==> src/rtl/keypad_lock_ctrl_if.sv <==
// Keypad lock controller bus: key strobes and control requests toward the
// controller, lock/indicator status back from it. The keypad side (or a
// bench) uses the master modport, the controller uses the slave modport.
interface keypad_lock_ctrl_if;
    logic       key_valid;
    logic [9:0] key_dec;
    logic       clear;
    logic       set_req;
    logic       unlock;
    logic       bad_pulse;
    logic       alarm;
    logic       set_done;
    logic       key_err;
    logic [3:0] digit_cnt;
    logic [2:0] state_o;

    modport master (
        output key_valid, key_dec, clear, set_req,
        input  unlock, bad_pulse, alarm, set_done, key_err, digit_cnt, state_o
    );

    modport slave (
        input  key_valid, key_dec, clear, set_req,
        output unlock, bad_pulse, alarm, set_done, key_err, digit_cnt, state_o
    );
endinterface

==> src/rtl/keypad_lock_ctrl.sv <==
// Keypad lock sequencing controller.
// Collects DIGITS one-hot keys into a packed BCD buffer, compares the code
// against the stored password, drives unlock / bad_pulse / alarm, locks out
// after MAX_FAIL consecutive failures and allows a password change from OPEN.
// Optional entry timeout is compiled in with `define KEYPAD_TIMEOUT_EN.
module keypad_lock_ctrl #(
    parameter int                  DIGITS      = 4,
    parameter logic [4*DIGITS-1:0] PW_DEFAULT  = 16'h1234,
    parameter int                  OPEN_CYCLES = 8,
    parameter int                  LOCK_CYCLES = 16,
    parameter int                  MAX_FAIL    = 3
`ifdef KEYPAD_TIMEOUT_EN
    ,
    parameter int                  TIMEOUT_CYCLES = 64
`endif
) (
    input  logic               clk,
    input  logic               rst,
    keypad_lock_ctrl_if.slave  bus
);

    localparam int BUF_W = 4 * DIGITS;
    localparam int MAX_OL = (OPEN_CYCLES > LOCK_CYCLES) ? OPEN_CYCLES : LOCK_CYCLES;
`ifdef KEYPAD_TIMEOUT_EN
    localparam int MAX_T = (MAX_OL > TIMEOUT_CYCLES) ? MAX_OL : TIMEOUT_CYCLES;
`else
    localparam int MAX_T = MAX_OL;
`endif
    localparam int TMR_W = $clog2(MAX_T + 1);

    // Timer holds "cycles remaining minus one" so the state leaves on the
    // edge where it reads zero, giving exactly N cycles in the state.
    localparam logic [TMR_W-1:0] OPEN_LOAD = TMR_W'(OPEN_CYCLES - 1);
    localparam logic [TMR_W-1:0] LOCK_LOAD = TMR_W'(LOCK_CYCLES - 1);
`ifdef KEYPAD_TIMEOUT_EN
    localparam logic [TMR_W-1:0] TO_LOAD   = TMR_W'(TIMEOUT_CYCLES - 1);
`endif
    localparam logic [3:0]       DIGITS_C  = 4'(DIGITS);
    localparam logic [2:0]       MAXF_C    = 3'(MAX_FAIL);

    typedef enum logic [2:0] {
        S_IDLE    = 3'd0,
        S_ENTRY   = 3'd1,
        S_CHECK   = 3'd2,
        S_OPEN    = 3'd3,
        S_FAIL    = 3'd4,
        S_LOCKOUT = 3'd5,
        S_SET     = 3'd6
    } state_t;

    state_t            state_q;
    logic [BUF_W-1:0]  pw_q;
    logic [BUF_W-1:0]  buf_q;
    logic [3:0]        cnt_q;
    logic [2:0]        fail_q;
    logic [TMR_W-1:0]  tmr_q;
    logic              unlock_q;
    logic              bad_q;
    logic              alarm_q;
    logic              setdone_q;
    logic              keyerr_q;

    logic              key_onehot;
    logic [3:0]        key_digit;
    logic              key_acc;
    logic [BUF_W-1:0]  buf_shift_d;
    logic [3:0]        cnt_d;
    logic              last_key;
    logic [2:0]        fail_d;

    // Encode the one-hot digit lines to a BCD digit value.
    always_comb begin
        key_digit = 4'd0;
        for (int i = 0; i < 10; i++) begin
            if (bus.key_dec[i]) key_digit = 4'(i);
        end
    end

    assign key_onehot = (bus.key_dec != 10'd0) &&
                        ((bus.key_dec & (bus.key_dec - 10'd1)) == 10'd0);
    assign key_acc    = bus.key_valid && key_onehot &&
                        ((state_q == S_IDLE) || (state_q == S_ENTRY) || (state_q == S_SET));
    assign cnt_d      = cnt_q + 4'd1;
    assign last_key   = (cnt_d == DIGITS_C);
    assign fail_d     = fail_q + 3'd1;

    // New digit enters the LS nibble; a single-digit code has nothing to shift.
    if (DIGITS == 1) begin : g_shift_one
        assign buf_shift_d = key_digit;
    end else begin : g_shift_many
        assign buf_shift_d = {buf_q[BUF_W-5:0], key_digit};
    end

    // Controller FSM with all outputs registered.
    always_ff @(posedge clk) begin
        if (rst) begin
            state_q   <= S_IDLE;
            pw_q      <= PW_DEFAULT;
            buf_q     <= '0;
            cnt_q     <= 4'd0;
            fail_q    <= 3'd0;
            tmr_q     <= '0;
            unlock_q  <= 1'b0;
            bad_q     <= 1'b0;
            alarm_q   <= 1'b0;
            setdone_q <= 1'b0;
            keyerr_q  <= 1'b0;
        end else begin
            bad_q     <= 1'b0;
            setdone_q <= 1'b0;
            keyerr_q  <= bus.key_valid && !key_onehot;

            case (state_q)
                S_IDLE: begin
                    if (key_acc) begin
                        buf_q   <= buf_shift_d;
                        cnt_q   <= cnt_d;
                        state_q <= last_key ? S_CHECK : S_ENTRY;
`ifdef KEYPAD_TIMEOUT_EN
                        tmr_q   <= TO_LOAD;
`endif
                    end
                end

                S_ENTRY: begin
                    if (bus.clear) begin
                        buf_q   <= '0;
                        cnt_q   <= 4'd0;
                        state_q <= S_IDLE;
                    end else if (key_acc) begin
                        buf_q <= buf_shift_d;
                        cnt_q <= cnt_d;
                        if (last_key) state_q <= S_CHECK;
`ifdef KEYPAD_TIMEOUT_EN
                        tmr_q <= TO_LOAD;
`endif
                    end
`ifdef KEYPAD_TIMEOUT_EN
                    else if (tmr_q == '0) begin
                        buf_q   <= '0;
                        cnt_q   <= 4'd0;
                        state_q <= S_IDLE;
                    end else begin
                        tmr_q <= tmr_q - 1'b1;
                    end
`endif
                end

                S_CHECK: begin
                    buf_q <= '0;
                    cnt_q <= 4'd0;
                    if (buf_q == pw_q) begin
                        fail_q   <= 3'd0;
                        unlock_q <= 1'b1;
                        tmr_q    <= OPEN_LOAD;
                        state_q  <= S_OPEN;
                    end else begin
                        fail_q <= fail_d;
                        bad_q  <= 1'b1;
                        if (fail_d == MAXF_C) begin
                            alarm_q <= 1'b1;
                            tmr_q   <= LOCK_LOAD;
                            state_q <= S_LOCKOUT;
                        end else begin
                            state_q <= S_FAIL;
                        end
                    end
                end

                S_OPEN: begin
                    if (bus.set_req) begin
                        unlock_q <= 1'b0;
                        state_q  <= S_SET;
`ifdef KEYPAD_TIMEOUT_EN
                        tmr_q    <= TO_LOAD;
`endif
                    end else if (tmr_q == '0) begin
                        unlock_q <= 1'b0;
                        state_q  <= S_IDLE;
                    end else begin
                        tmr_q <= tmr_q - 1'b1;
                    end
                end

                S_FAIL: begin
                    state_q <= S_IDLE;
                end

                S_LOCKOUT: begin
                    if (tmr_q == '0) begin
                        alarm_q <= 1'b0;
                        fail_q  <= 3'd0;
                        state_q <= S_IDLE;
                    end else begin
                        tmr_q <= tmr_q - 1'b1;
                    end
                end

                S_SET: begin
                    if (bus.clear) begin
                        buf_q   <= '0;
                        cnt_q   <= 4'd0;
                        state_q <= S_IDLE;
                    end else if (key_acc) begin
                        if (last_key) begin
                            pw_q      <= buf_shift_d;
                            buf_q     <= '0;
                            cnt_q     <= 4'd0;
                            setdone_q <= 1'b1;
                            state_q   <= S_IDLE;
                        end else begin
                            buf_q <= buf_shift_d;
                            cnt_q <= cnt_d;
`ifdef KEYPAD_TIMEOUT_EN
                            tmr_q <= TO_LOAD;
`endif
                        end
                    end
`ifdef KEYPAD_TIMEOUT_EN
                    else if (tmr_q == '0) begin
                        buf_q   <= '0;
                        cnt_q   <= 4'd0;
                        state_q <= S_IDLE;
                    end else begin
                        tmr_q <= tmr_q - 1'b1;
                    end
`endif
                end

                default: begin
                    state_q <= S_IDLE;
                end
            endcase
        end
    end

    assign bus.unlock    = unlock_q;
    assign bus.bad_pulse = bad_q;
    assign bus.alarm     = alarm_q;
    assign bus.set_done  = setdone_q;
    assign bus.key_err   = keyerr_q;
    assign bus.digit_cnt = cnt_q;
    assign bus.state_o   = state_q;

endmodule

==> src/flat_wrapper.sv <==
// flat-port wrapper written by rule: the top's interface ports become plain ports
module keypad_lock_ctrl_flat 
#(
    parameter int                  DIGITS      = 4,
    parameter logic [4*DIGITS-1:0] PW_DEFAULT  = 16'h1234,
    parameter int                  OPEN_CYCLES = 8,
    parameter int                  LOCK_CYCLES = 16,
    parameter int                  MAX_FAIL    = 3

)
  (clk, rst, bus_key_valid, bus_key_dec, bus_clear, bus_set_req, bus_unlock, bus_bad_pulse, bus_alarm, bus_set_done, bus_key_err, bus_digit_cnt, bus_state_o);
  keypad_lock_ctrl_if bus_i ();
  input  logic clk;
  input  logic rst;
  input wire logic [$bits(bus_i.key_valid)-1:0] bus_key_valid;
  input wire logic [$bits(bus_i.key_dec)-1:0] bus_key_dec;
  input wire logic [$bits(bus_i.clear)-1:0] bus_clear;
  input wire logic [$bits(bus_i.set_req)-1:0] bus_set_req;
  output wire logic [$bits(bus_i.unlock)-1:0] bus_unlock;
  output wire logic [$bits(bus_i.bad_pulse)-1:0] bus_bad_pulse;
  output wire logic [$bits(bus_i.alarm)-1:0] bus_alarm;
  output wire logic [$bits(bus_i.set_done)-1:0] bus_set_done;
  output wire logic [$bits(bus_i.key_err)-1:0] bus_key_err;
  output wire logic [$bits(bus_i.digit_cnt)-1:0] bus_digit_cnt;
  output wire logic [$bits(bus_i.state_o)-1:0] bus_state_o;
  assign bus_i.key_valid = bus_key_valid;
  assign bus_i.key_dec = bus_key_dec;
  assign bus_i.clear = bus_clear;
  assign bus_i.set_req = bus_set_req;
  assign bus_unlock = bus_i.unlock;
  assign bus_bad_pulse = bus_i.bad_pulse;
  assign bus_alarm = bus_i.alarm;
  assign bus_set_done = bus_i.set_done;
  assign bus_key_err = bus_i.key_err;
  assign bus_digit_cnt = bus_i.digit_cnt;
  assign bus_state_o = bus_i.state_o;
  keypad_lock_ctrl #(.DIGITS(DIGITS), .PW_DEFAULT(PW_DEFAULT), .OPEN_CYCLES(OPEN_CYCLES), .LOCK_CYCLES(LOCK_CYCLES), .MAX_FAIL(MAX_FAIL)) u_core (.clk(clk), .rst(rst), .bus(bus_i));
endmodule
==> config.mk <==
export PLATFORM = sky130hd
export DESIGN_NAME = keypad_lock_ctrl_flat
export DESIGN_NICKNAME = d
export VERILOG_FILES = /design/src/rtl/keypad_lock_ctrl_if.sv /design/src/rtl/keypad_lock_ctrl.sv /design/src/flat_wrapper.sv
export SDC_FILE = /design/constraint.sdc
export NUM_CORES = 1
export LEC_CHECK = 0
export ABC_AREA = 1
export BUFFER_PORTS_ARGS = -buffer_cell sky130_fd_sc_hd__buf_4
export CELL_PAD_IN_SITES_DETAIL_PLACEMENT = 1
export CELL_PAD_IN_SITES_GLOBAL_PLACEMENT = 1
export CORE_MARGIN = 2
export CORE_UTILIZATION = 42
export DETAILED_ROUTE_END_ITERATION = 7
export MAX_ROUTING_LAYER = met4
export PLACE_DENSITY = 0.86
export SLEW_MARGIN = 20
export SYNTH_ARGS = -nofsm -noshare
export SYNTH_HDL_FRONTEND = slang
export SYNTH_SLANG_ARGS = --single-unit
==> constraint.sdc <==
create_clock -name clk -period 2.15 [get_ports clk]
set_input_delay 0.1075 -clock clk [delete_from_list [all_inputs] [get_ports clk]]
set_output_delay 0.1075 -clock clk [all_outputs]
set_load 0.005 [all_outputs]
==> qor.yml <==
timing:
  setup_viol: 0
  tightestPinTransition_ns: 0.433
  hold_viol: 0
  rsz0062_at_grt: "no"
  slew_headroom_pct: 71.1
  period_needed_ns: 1.91
  slew_viol_final: 0
  maxClockFrequency_mhz: 523
  finClkSkew_ns: 0.0159
  min_period_over_period_pct: 88.9
  fin_setup_tns_ns: 0
synth:
  ys_seq_elements: 52
  netlist_instances: 419
  async_flop_share_pct: 0
  syn_nets: 438
  ys_seq_area_share_pct: 36.1
  yosysTopAreaCell: "dfxtp_1"
  synth_edf_count: 0
  synth_area_leaders: "dfxtp_1 (36%), nand2_1 (12%), inv_1 (6.4%), a21oi_1 (6.3%), nor2_1 (6.1%)"
  syn_area_um2: 2880
  ys_types: 32
  synthFlopType: "dfxtp_1"
  synth.avg_cell_area_um2: 6.88
  yosysWarnings: 0
  synth_top_area_share_pct: 36.1
floorplanning:
  core_area_um2: 6720
  start_util_pct: 42.9
  die-area_um2: 7540
  ios: 27
  die_w_um: 86.8
  rows: 30
  die_y_um: 86.8
clock_network:
  clock_sinks: 52
  cts_buffers: 5
  cts_tree: "yes"
  ctsResizeCount: 0
  clock_latency_ns: 0.33
  cts-htree-levels: 2
  post-cts-setup-buffer-count: 0
  cts-root-buf: "clkbuf_8"
  cts_hold_buf: 0
  cts_buffer_depth: 2
  clkTransAtPathRegs_ns: 0.10
grt:
  antenna_found_initial: 0
  grt_pass1_wl_um: 13300
  use_met2_pct: 37.5
  overflow: 0
  grt_pass1_vias: 2840
  grt_most_used_layer: "met2"
  grt_usage_pct: 22.6
  grtUsageMet1_pct: 28.4
  grt_max_degree: 33
  met3_usage_pct: 3.33
worst_setup_path:
  r2r-start: "u_core.bus.state_o[1]"
  worstPathCellList: "inv_1 > nor2_2 > nand2_2 > nor2_4 > nand2_1 > nand2_1 > nand2_1 > nand4_1 > nand2_1 > a21oi_1"
  r2r_slack_ns: 0.24
  critPathRequiredTime_ns: 2.39
  crit_fanout: 13
  start_kind: "flop"
  r2r_cells: 10
  critPathSlowestCell: "dfxtp_1"
  crit_family: "simple AND/OR/NAND/NOR gates"
  rr_endpoint: "u_core.bus.digit_cnt[1]"
  cpPeakStageDelay_ns: 0.39
  crit_path_frequent_cell: "nand2_1"
  crit_arrival_ns: 2.16
  critPathKind: "reg -> reg"
  cp-end-kind: "flop"
  path_buf_inv: 1
layout:
  syn2layout_area_growth_pct: 12.4
  antennaDiodeCount: 0
  drive_above_1_share_pct: 13.6
  fin_area_um2: 3240
  seqCellArea_um2: 1040
  multi_input_area_um2: 1560
  fin_util_pct: 48.2
  final_nets: 465
  fillers: 906
hold_path:
  hp-class: "in -> reg"
  hp-start: "bus_key_valid"
  min_to: "u_core.bus.key_err"
  hold_depth: 3
placement:
  hpwl_um: 5730
  place_congestion: 0.821
  post_dp_cell_area_um2: 3140
  port_buffers: 26
routing:
  drc: 0
  wl_per_cell_um: 14.6
  wl_um: 7710
  viasPerCell: 5.22
  firstDrtPassIters: 6
  ant_nets: 0
  drtIter0Drc: 113
  via_count: 2752
outcome:
  status: "finished, final reports clean"
power:
  ir_worst_vdd_v: 0.000451
  power_density_nw_per_um2: 741
  leakage_nw: 1.36
run:
  drv_cap: 0
## registers in the layout, summed over array words and instances, names as in the netlist
name,count
u_core.bus.key_err,1
u_core.bus.unlock,1
u_core.fail_q,3
u_core.bus.state_o,3
u_core.bus.digit_cnt,4
u_core.bus.alarm,1
u_core.bus.bad_pulse,1
u_core.buf_q,16
u_core.tmr_q,5
u_core.pw_q,16
u_core.bus.set_done,1
## layout by cell type (no fill, tap or decap), drive strengths merged, types with 5 or more instances in the layout
cell type,synthesis,layout
o21ai,22,22
nor2,55,55
nand3,31,31
xor2,10,10
buf,11,34
dfxtp,52,52
a21oi,38,38
nand4,15,15
nand2,100,100
clkbuf,3,5
inv,49,51
xnor2,9,9
## worst max-delay path by stage
stage / from / endpoint / slack (ns) / cells past startpoint
global placement: u_core.bus.state_o[1] / u_core.pw_q[1] / 0.32 / 10
CTS: u_core.bus.state_o[1] / u_core.pw_q[1] / 0.17 / 10
floorplan: u_core.bus.state_o[1] / u_core.pw_q[13] / 0.49 / 10
detailed placement: u_core.bus.state_o[1] / u_core.pw_q[1] / 0.19 / 10
global route: u_core.bus.state_o[1] / u_core.bus.digit_cnt[2] / 0.04 / 12
finish: u_core.bus.state_o[1] / u_core.bus.digit_cnt[1] / 0.24 / 10
## routing by layer
layer | vias up | routed length (µm) | share of wire (%)
li1 | 1402 | - | -
met1 | 1302 | 3480 | 45
met2 | 33 | 3890 | 50
met3 | 15 | 182 | 2.4
met4 | 0 | 157 | 2.0
met5 | - | 0 | 0
## stage by stage
stage	hold WS [ns]	std cells	worst slack, ns	total power [mW]
floorplan	0.177	419	0.485	1.62
global placement	0.340	519	0.321	1.80
detailed placement	0.362	519	0.193	1.82
CTS	0.0317	527	0.174	2.41
global route	0.0456	527	0.0390	2.56
finish	0.0236	527	0.240	2.40
## logic make-up (layout without fill, tap and decap cells)
family	Yosys count	count (layout)	share of synthesized area, %
compound gates	70	70	13.7
flops	52	52	36.1
fa+ha+maj	4	4	1.74
xor+xnor	19	19	5.77
simple gates	210	210	32.9
buf+inv	64	92	9.81
## synthesized netlist by cell type, types with 2 or more instances
cell and count:
buf_2 3, nand3b_1 4, nor2_1 47, dfxtp_1 52
nand4_1 15, inv_1 49, o211ai_1 3, xor2_1 10
buf_6 4, o21ai_0 19, ha_1 4, xnor2_1 9
clkbuf_1 3, nand2_1 95, o21ai_1 3, a31oi_1 2
nor3_1 4, nand3_1 29, nor2_2 6, buf_1 2
a21oi_1 36, buf_4 2, nand2_2 5, nor2_4 2
o21bai_1 3, a21oi_4 2
## worst reg2reg max path, cell delays in order, from the launching register on
cell     delay [ns]
dfxtp_1        0.39
inv_1          0.08
nor2_2         0.17
nand2_2        0.11
nor2_4         0.20
nand2_1        0.14
nand2_1        0.35
nand2_1        0.09
nand4_1        0.10
nand2_1        0.07
a21oi_1        0.14
## area by class of cell
class                           count  share of cell area (%)
Multi-Input combinational cell    303                    48.2
Sequential cell                    52                    32.1
Clock buffer                        5                    2.12
Timing Repair Buffer               34                    7.88
Tap cell                           80                    3.09
Inverter                           50                    5.87
Clock inverter                      3                   0.657
## where the power goes
| part | total (mW) | switching [mW] | internal (mW) | leakage (nW) |
|---|---|---|---|---|
| registers | 1.04 | 0.0417 | 1.00 | 0.420 |
| clock network | 0.597 | 0.364 | 0.232 | 0.0445 |
| logic | 0.761 | 0.499 | 0.262 | 0.899 |
| total | 2.40 | 0.905 | 1.50 | 1.36 |
(Power assumes the default switching activity.)
